--- src/rtl/alu_pkg.sv ---
// Shared encodings for the sequential ALU: operation codes and FSM states.
package alu_pkg;

    typedef enum logic [2:0] {
        ALU_ADD = 3'b000,
        ALU_SUB = 3'b001,
        ALU_AND = 3'b010,
        ALU_OR  = 3'b011,
        ALU_XOR = 3'b100,
        ALU_MUL = 3'b101
    } alu_op_e;

    typedef enum logic [1:0] {
        IDLE = 2'b00,
        BUSY = 2'b01,
        DONE = 2'b10
    } alu_state_e;

endpackage

--- src/rtl/alu_mul_seq.sv ---
// Unsigned shift-add multiplier: one partial product per cycle, WIDTH cycles per start.
// done is high during the cycle whose edge retires the last step; product is valid then.
module alu_mul_seq #(
    parameter int WIDTH = 8
) (
    input  logic               clk,
    input  logic               rst,
    input  logic               start,
    input  logic [WIDTH-1:0]   a,
    input  logic [WIDTH-1:0]   b,
    output logic               done,
    output logic [2*WIDTH-1:0] product
);

    localparam int CW = $clog2(WIDTH + 1);

    logic [2*WIDTH-1:0] mcand_r;
    logic [2*WIDTH-1:0] acc_r;
    logic [2*WIDTH-1:0] acc_next_s;
    logic [WIDTH-1:0]   mplier_r;
    logic [CW-1:0]      cnt_r;
    logic               busy_r;

    // Accumulate the current partial product when the low multiplier bit is set.
    always_comb begin
        acc_next_s = acc_r;
        if (mplier_r[0]) begin
            acc_next_s = acc_r + mcand_r;
        end else begin
            acc_next_s = acc_r;
        end
    end

    assign done    = busy_r && (cnt_r == CW'(1));
    assign product = acc_next_s;

    // Shift-add iteration registers, loaded on start.
    always_ff @(posedge clk or posedge rst) begin
        if (rst) begin
            mcand_r  <= {(2*WIDTH){1'b0}};
            acc_r    <= {(2*WIDTH){1'b0}};
            mplier_r <= {WIDTH{1'b0}};
            cnt_r    <= {CW{1'b0}};
            busy_r   <= 1'b0;
        end else if (start) begin
            mcand_r  <= {{WIDTH{1'b0}}, a};
            acc_r    <= {(2*WIDTH){1'b0}};
            mplier_r <= b;
            cnt_r    <= CW'(WIDTH);
            busy_r   <= 1'b1;
        end else if (busy_r) begin
            acc_r    <= acc_next_s;
            mcand_r  <= mcand_r << 1;
            mplier_r <= mplier_r >> 1;
            cnt_r    <= cnt_r - CW'(1);
            busy_r   <= (cnt_r != CW'(1));
        end else begin
            busy_r   <= 1'b0;
        end
    end

endmodule

--- src/rtl/alu_seq.sv ---
// Sequential ALU with valid/ready handshake; single-cycle ops go straight to DONE.
// Define ALU_SEQ_MUL_EN to build the shift-add multiplier; otherwise op 101 is illegal.
module alu_seq
    import alu_pkg::*;
#(
    parameter int WIDTH = 8
) (
    input  logic             clk,
    input  logic             rst,
    input  logic             in_valid,
    output logic             in_ready,
    input  logic [WIDTH-1:0] a,
    input  logic [WIDTH-1:0] b,
    input  logic [2:0]       op,
    output logic             out_valid,
    input  logic             out_ready,
    output logic [WIDTH-1:0] res,
    output logic             overflow,
    output logic             carry,
    output logic             zero,
    output logic             illegal
);

    alu_state_e         state_r;
    alu_state_e         state_next_s;
    logic               accept_s;
    logic               is_mul_s;
    logic               mul_done_s;
    logic [2*WIDTH-1:0] mul_product_s;
    logic [WIDTH:0]     sum_s;
    logic [WIDTH:0]     diff_s;
    logic [WIDTH-1:0]   alu_res_s;
    logic               alu_ovf_s;
    logic               alu_carry_s;
    logic               alu_ill_s;
    logic [WIDTH-1:0]   res_r;
    logic               ovf_r;
    logic               carry_r;
    logic               zero_r;
    logic               ill_r;

    assign accept_s  = in_valid && (state_r == IDLE);
    assign in_ready  = (state_r == IDLE);
    assign out_valid = (state_r == DONE);
    assign res       = res_r;
    assign overflow  = ovf_r;
    assign carry     = carry_r;
    assign zero      = zero_r;
    assign illegal   = ill_r;

`ifdef ALU_SEQ_MUL_EN
    assign is_mul_s = (op == ALU_MUL);

    alu_mul_seq #(.WIDTH(WIDTH)) u_mul (
        .clk     (clk),
        .rst     (rst),
        .start   (accept_s && is_mul_s),
        .a       (a),
        .b       (b),
        .done    (mul_done_s),
        .product (mul_product_s)
    );
`else
    assign is_mul_s      = 1'b0;
    assign mul_done_s    = 1'b0;
    assign mul_product_s = {(2*WIDTH){1'b0}};
`endif

    // Single-cycle result from the live operands, captured on acceptance.
    always_comb begin
        sum_s       = {1'b0, a} + {1'b0, b};
        diff_s      = {1'b0, a} - {1'b0, b};
        alu_res_s   = {WIDTH{1'b0}};
        alu_ovf_s   = 1'b0;
        alu_carry_s = 1'b0;
        alu_ill_s   = 1'b0;
        case (op)
            ALU_ADD: begin
                alu_res_s   = sum_s[WIDTH-1:0];
                alu_carry_s = sum_s[WIDTH];
                alu_ovf_s   = (a[WIDTH-1] == b[WIDTH-1]) && (sum_s[WIDTH-1] != a[WIDTH-1]);
            end
            ALU_SUB: begin
                alu_res_s   = diff_s[WIDTH-1:0];
                alu_carry_s = diff_s[WIDTH];
                alu_ovf_s   = (a[WIDTH-1] != b[WIDTH-1]) && (diff_s[WIDTH-1] != a[WIDTH-1]);
            end
            ALU_AND: alu_res_s = a & b;
            ALU_OR:  alu_res_s = a | b;
            ALU_XOR: alu_res_s = a ^ b;
            default: alu_ill_s = 1'b1;
        endcase
    end

    // Next-state logic.
    always_comb begin
        state_next_s = state_r;
        case (state_r)
            IDLE: begin
                if (accept_s) begin
                    state_next_s = is_mul_s ? BUSY : DONE;
                end else begin
                    state_next_s = IDLE;
                end
            end
            BUSY: begin
                if (mul_done_s) begin
                    state_next_s = DONE;
                end else begin
                    state_next_s = BUSY;
                end
            end
            DONE: begin
                if (out_ready) begin
                    state_next_s = IDLE;
                end else begin
                    state_next_s = DONE;
                end
            end
            default: state_next_s = IDLE;
        endcase
    end

    // State register.
    always_ff @(posedge clk or posedge rst) begin
        if (rst) begin
            state_r <= IDLE;
        end else begin
            state_r <= state_next_s;
        end
    end

    // Result and flag registers; held untouched while DONE waits for the consumer.
    always_ff @(posedge clk or posedge rst) begin
        if (rst) begin
            res_r   <= {WIDTH{1'b0}};
            ovf_r   <= 1'b0;
            carry_r <= 1'b0;
            zero_r  <= 1'b0;
            ill_r   <= 1'b0;
        end else if (accept_s && !is_mul_s) begin
            res_r   <= alu_res_s;
            ovf_r   <= alu_ovf_s;
            carry_r <= alu_carry_s;
            zero_r  <= (alu_res_s == {WIDTH{1'b0}});
            ill_r   <= alu_ill_s;
        end else if ((state_r == BUSY) && mul_done_s) begin
            res_r   <= mul_product_s[WIDTH-1:0];
            ovf_r   <= |mul_product_s[2*WIDTH-1:WIDTH];
            carry_r <= 1'b0;
            zero_r  <= (mul_product_s[WIDTH-1:0] == {WIDTH{1'b0}});
            ill_r   <= 1'b0;
        end else begin
            res_r   <= res_r;
        end
    end

endmodule
--- config.mk ---
export PLATFORM = sky130hd
export DESIGN_NAME = alu_seq
export DESIGN_NICKNAME = d
export VERILOG_FILES = /design/src/rtl/alu_pkg.sv /design/src/rtl/alu_mul_seq.sv /design/src/rtl/alu_seq.sv
export SDC_FILE = /design/constraint.sdc
export NUM_CORES = 1
export LEC_CHECK = 0
export CAP_MARGIN = 20
export CORE_MARGIN = 3
export CORE_UTILIZATION = 46
export CTS_CLUSTER_SIZE = 40
export DETAILED_ROUTE_END_ITERATION = 10
export MAX_ROUTING_LAYER = met4
export PLACE_DENSITY = 0.76
export SYNTH_ARGS = -nofsm -noshare
export SYNTH_HDL_FRONTEND = slang
export SYNTH_SLANG_ARGS = --single-unit
export TNS_END_PERCENT = 50
--- constraint.sdc ---
create_clock -name clk -period 1.6 [get_ports clk]
set_clock_uncertainty 0.15 [all_clocks]
set_input_delay 0.32 -clock clk [delete_from_list [all_inputs] [get_ports clk]]
set_output_delay 0.32 -clock clk [all_outputs]
set_load 0.05 [all_outputs]
==> results.md, run 1 <==
* Die height at 66.9 um
* Count of boundary I/O pins at 37
* Halt Stage: global routing
* HPWL after DPL at 4890 um
* Synth Instances at 213
* #FFs+latches synth at 14
* Post-synth ARST share at 100%
* H-Tree Depth at 1
* Post-synth top cells: inv_1, nand2_1, ha_1
* Synth area leader: dfrtp_1
* RePlAce Congestion at 0.950
* Largest net degree at the start of global routing at 15
* Worst-path end type: sequential cell input
* Stop err: [ERROR DPL-0038] Utilization greater than 100%, impossible to legalize
* Syn. warnings at 0
* Area fraction of the dominant cell type after synthesis at 20.5%
* Synth Flop Type: dfrtp_1
* Synth area leaders: dfrtp_1, ha_1, inv_1
* Port buffer count at 36
* Post-synth cell types at 51
* Status: stopped before the end
* CTS buffer count at 3
* Worst EP post-GRT repair: carry$_DFFE_PP0P_/D
* Clock buffer depth at 2
* CTS sink cnt at 14
* Die Wd at 66.9 um
* Initial Utilization at 49.6%
* Post-Synthesis Net Count at 262
* Seq/Total Area, Yosys at 20.5%
* Row count at 21
* Root buf cell: clkbuf_8
* EDFF count, synth at 0
* Syn Area/Cell at 8.01 um^2
* Synthesized cell area at 1710 um^2
==> kinds of logic after synthesis <==
logic type | share of synthesized area [%]
adders and majority gates | 19.9
muxes | 1.76
AOI/OAI and AO/OA | 27.3
DFF | 20.5
buffers and inverters | 8.36
and+or+nand+nor | 19.5
xor gates and xnor gates | 2.57
==> stage by stage <==
stage / setup WS [ps] / setup TNS (ps) / hold slack, ps / std cells / instance area, um^2
floorplan: -650 / -5470 / 59.2 / 213 / 1800
global placement: -1350 / -12390 / 351 / 362 / 2870
detailed placement: -1410 / -13220 / 372 / 362 / 2870
CTS: -775 / -5970 / 248 / 375 / 3190
==> timing repair <==
item / 4_1_cts
gates resized for setup: 80
pin swaps: 31
endpoints found under the setup margin: 13
hold buffers: 0
buffers inserted: 10
gates cloned: 0
==> run 2, diff against run 1 <==
Settings changed: CORE_UTILIZATION 46 to 40, CTS_CLUSTER_SIZE 40 to unset, MAX_ROUTING_LAYER met4 to unset, PLACE_DENSITY 0.76 to unset, PLACE_DENSITY_LB_ADDON set to 0.15.
Clock period 1.6 ns to 2.08 ns, I/O delays scaled along.
==> run 2 against run 1 <==
  * The flow now finishes, with violations (negative setup slack)
  * Synthesized cell count stayed put
  * Area after synthesis stayed put
==> results.md, run 2 <==
* Worst setup SP type: input pin
* Synthesized cell area at 1710 um^2 (unchanged)
* Worst slew pin tran at 531 ps
* Worst r2r src: state_r[0]
* R2R cell count at 6
* Post-Synthesis Net Count at 262 (unchanged)
* Filler instances at 307
* Final Setup Violations at 7
* Non-Filler Instances at 371
* CTS tree: built
* Port buffer count at 36 (unchanged)
* #FFs+latches synth at 14 (unchanged)
* Synth area leader: dfrtp_1
* Clock power share at 17.5%
* Clock transition at the registers of the reported paths at 60 ps
* RePlAce Congestion at 0.889 (-6.3%)
* Pleak at 0.00142 uW
* Synth Instances at 213 (unchanged)
* Die height at 71.3 um (+6.6%)
* Share of cells above drive strength 1 at 46.7%
* Largest net degree at the start of global routing at 19
* Skew-Pair Late Insertion Delay at 250 ps
* Count of boundary I/O pins at 37 (unchanged)
* Worst hold path stage count at 1
* First-pass GRT wire length at 9110 um
* Failing checks: negative setup slack
* Post-synth cell types at 51 (unchanged)
* First-pass DRT Iterations at 4
* Vias in the first global route at 2021
* Final hold vios at 0
* Post-synth top cells: inv_1, nand2_1, ha_1
* Clock buffer depth at 2 (unchanged)
* R2r setup slk at 460 ps
* F_max at 0.414 GHz
* Worst Path Arrival at 2400 ps
* CP required at 2070 ps
* Commonest non-fill, non-tap cells in the layout: buf_4, nand2_1, clkdlybuf4s50_1
* Initial antenna violation count at 0
* Syn. warnings at 0 (unchanged)
* Inserted Diodes at 0
* Die Wd at 71.3 um (+6.6%)
* CTS buffer count at 3 (unchanged)
* Hold Path Class: reg2reg
* Area fraction of the dominant cell type after synthesis at 20.5% (unchanged)
* MaxCap Viol Count at 0
* Net total in the final layout at 371
* NetSw at 616 uW
* Total congestion overflow at 0
* Critical path capture point type: register
* Seq/Total Area, Yosys at 20.5% (unchanged)
* Gr usage total at 22.0%
* CORE AREA at 4060 um^2
* Internal power at 908 uW
* Synth Flop Type: dfrtp_1
* Die area at 5090 um^2
* Final period utilization at 116%
* Max reg flops at 8
* Drt via density at 5.21
* Root buf cell: clkbuf_8
* RSZ-0062 raised after global routing: true
* H-Tree Depth at 1 (unchanged)
* EDFF count, synth at 0 (unchanged)
* Initial Utilization at 42.1% (-7.5 points)
* Most common cell after layout, fill and taps aside: buf_4
* Max transition margin at 64.6%
* Pre-CTS setup slack at -1030 ps (+382 ps)
* Post-Place Cells at 354 (-2.2%)
* Area delta synth->final at 78.4%
* Min-delay src: state_r[1]
* Wirelength per Cell at 14.4 um
* Area occupied by multi-input gates at 1520 um^2
* Syn Area/Cell at 8.01 um^2 (unchanged)
* HPWL after DPL at 4050 um (-17%)
* Min Clock Period, post-route at 2410 ps
* Worst R2R End: zero
* Post-synth ARST share at 100% (unchanged)
* Final WL at 5340 um
* Pwr Density at 501 nW/um^2
* Row count at 23 (+9.5%)
* Seq pwr share at 22.0%
* Final worst setup slack at -333 ps
* DRT antenna net count at 0
* DRC Markers at 0
* Sw Ratio at 40.4%
* CTS sink cnt at 14 (unchanged)
* Via count at 1933
* Crit Path Category: in2reg
* Peak supply drop at 230 uV
* Status: complete, but fails checks
* Synth area leaders: dfrtp_1, ha_1, inv_1
* Fin. max-slew vios at 0
* Drt initial violations at 82
* Combinational group share of total power at 60.5%
* FF/Latch Area at 350 um^2
* Maximum fanout along the worst path at 3
* End of the worst hold path: state_r[0]
-- run 2: cell counts after synthesis --
Identical to the previous run, type by type.
-- run 2: per-stage QoR --
stage / TNS [ps] / area, um^2 / util [%] / power, uW / hold WS, ps
2_1_floorplan: -810 / 1790 / - / 800 / 155
3_5_place_dp: -8150 / 2640 / 65.0 / 1140 / 294
6_report: -1190 / 3040 / 75.0 / 1520 / 307
5_1_grt: -1890 / 3040 / 75.0 / 1610 / 330
3_3_place_gp: -8000 / 2640 / 65.0 / 1130 / 281
4_1_cts: -1210 / 2990 / 73.8 / 1500 / 303
-- run 2: how the worst max path moves through the flow --
stage               from    to  slack [ps]  depth (start not counted)
floorplan           a[0]  zero        -270                         10
global placement    a[0]  zero       -1010                         12
detailed placement  a[0]  zero       -1030                         12
CTS                 a[0]  zero        -360                         12
global route        a[0]  zero        -400                         11
finish              a[0]  zero        -330                         11
-- run 2: layout make-up --
type	instances	area share (%)
Inverter	25	3.66
Clock buffer	4	1.81
Multi-Input combinational cell	165	50.1
Sequential cell	14	11.5
Timing Repair Buffer	113	30.9
Tap cell	50	2.06
-- run 2: metal layers --
metal	GRT usage [%]	vias up	part of all wire, %
met3	3.51	14	3.8
met5	0	-	0
met1	27.4	900	43
li1	-	972	-
met2	40.1	47	51
met4	4.38	0	2.2
-- run 2: cells by family after synthesis --
logic type | count (synthesis) | share of synthesized area, %
multiplexers | 3 | 1.76
adder cells (fa/ha/maj) | 26 | 19.9
AND/OR/NAND/NOR | 65 | 19.5
buffers and inverters | 34 | 8.36
AO/OA/AOI/OAI | 66 | 27.3
flip-flops | 14 | 20.5
XOR/XNOR | 5 | 2.57
-- run 2: repair_timing --
| item | CTS | global route |
|---|---|---|
| hold buffers | 0 | 0 |
| buffers inserted | 11 | 3 |
| resized for setup | 105 | 8 |
| pin swaps | 31 | 12 |
| setup endpoints to repair | 10 | 10 |
-- run 2: power by group through the flow --
stage	registers, uW	logic [uW]	clock network, uW
floorplan	478	322	0
global placement	341	787	0
detailed placement	341	797	0
CTS	336	896	271
global route	341	990	281
finish	336	922	267
-- run 2: worst max-delay path, cell delays in order --
cell and delay [ps]:
buf_6 90, buf_4 130, ha_4 160, fa_2 360, a21o_1 220, a21oi_4 170, nor2_1 60, o32a_1 340
o22ai_2 140, nor3b_2 70, a32o_2 260
Power figures use the tool's default switching activity.
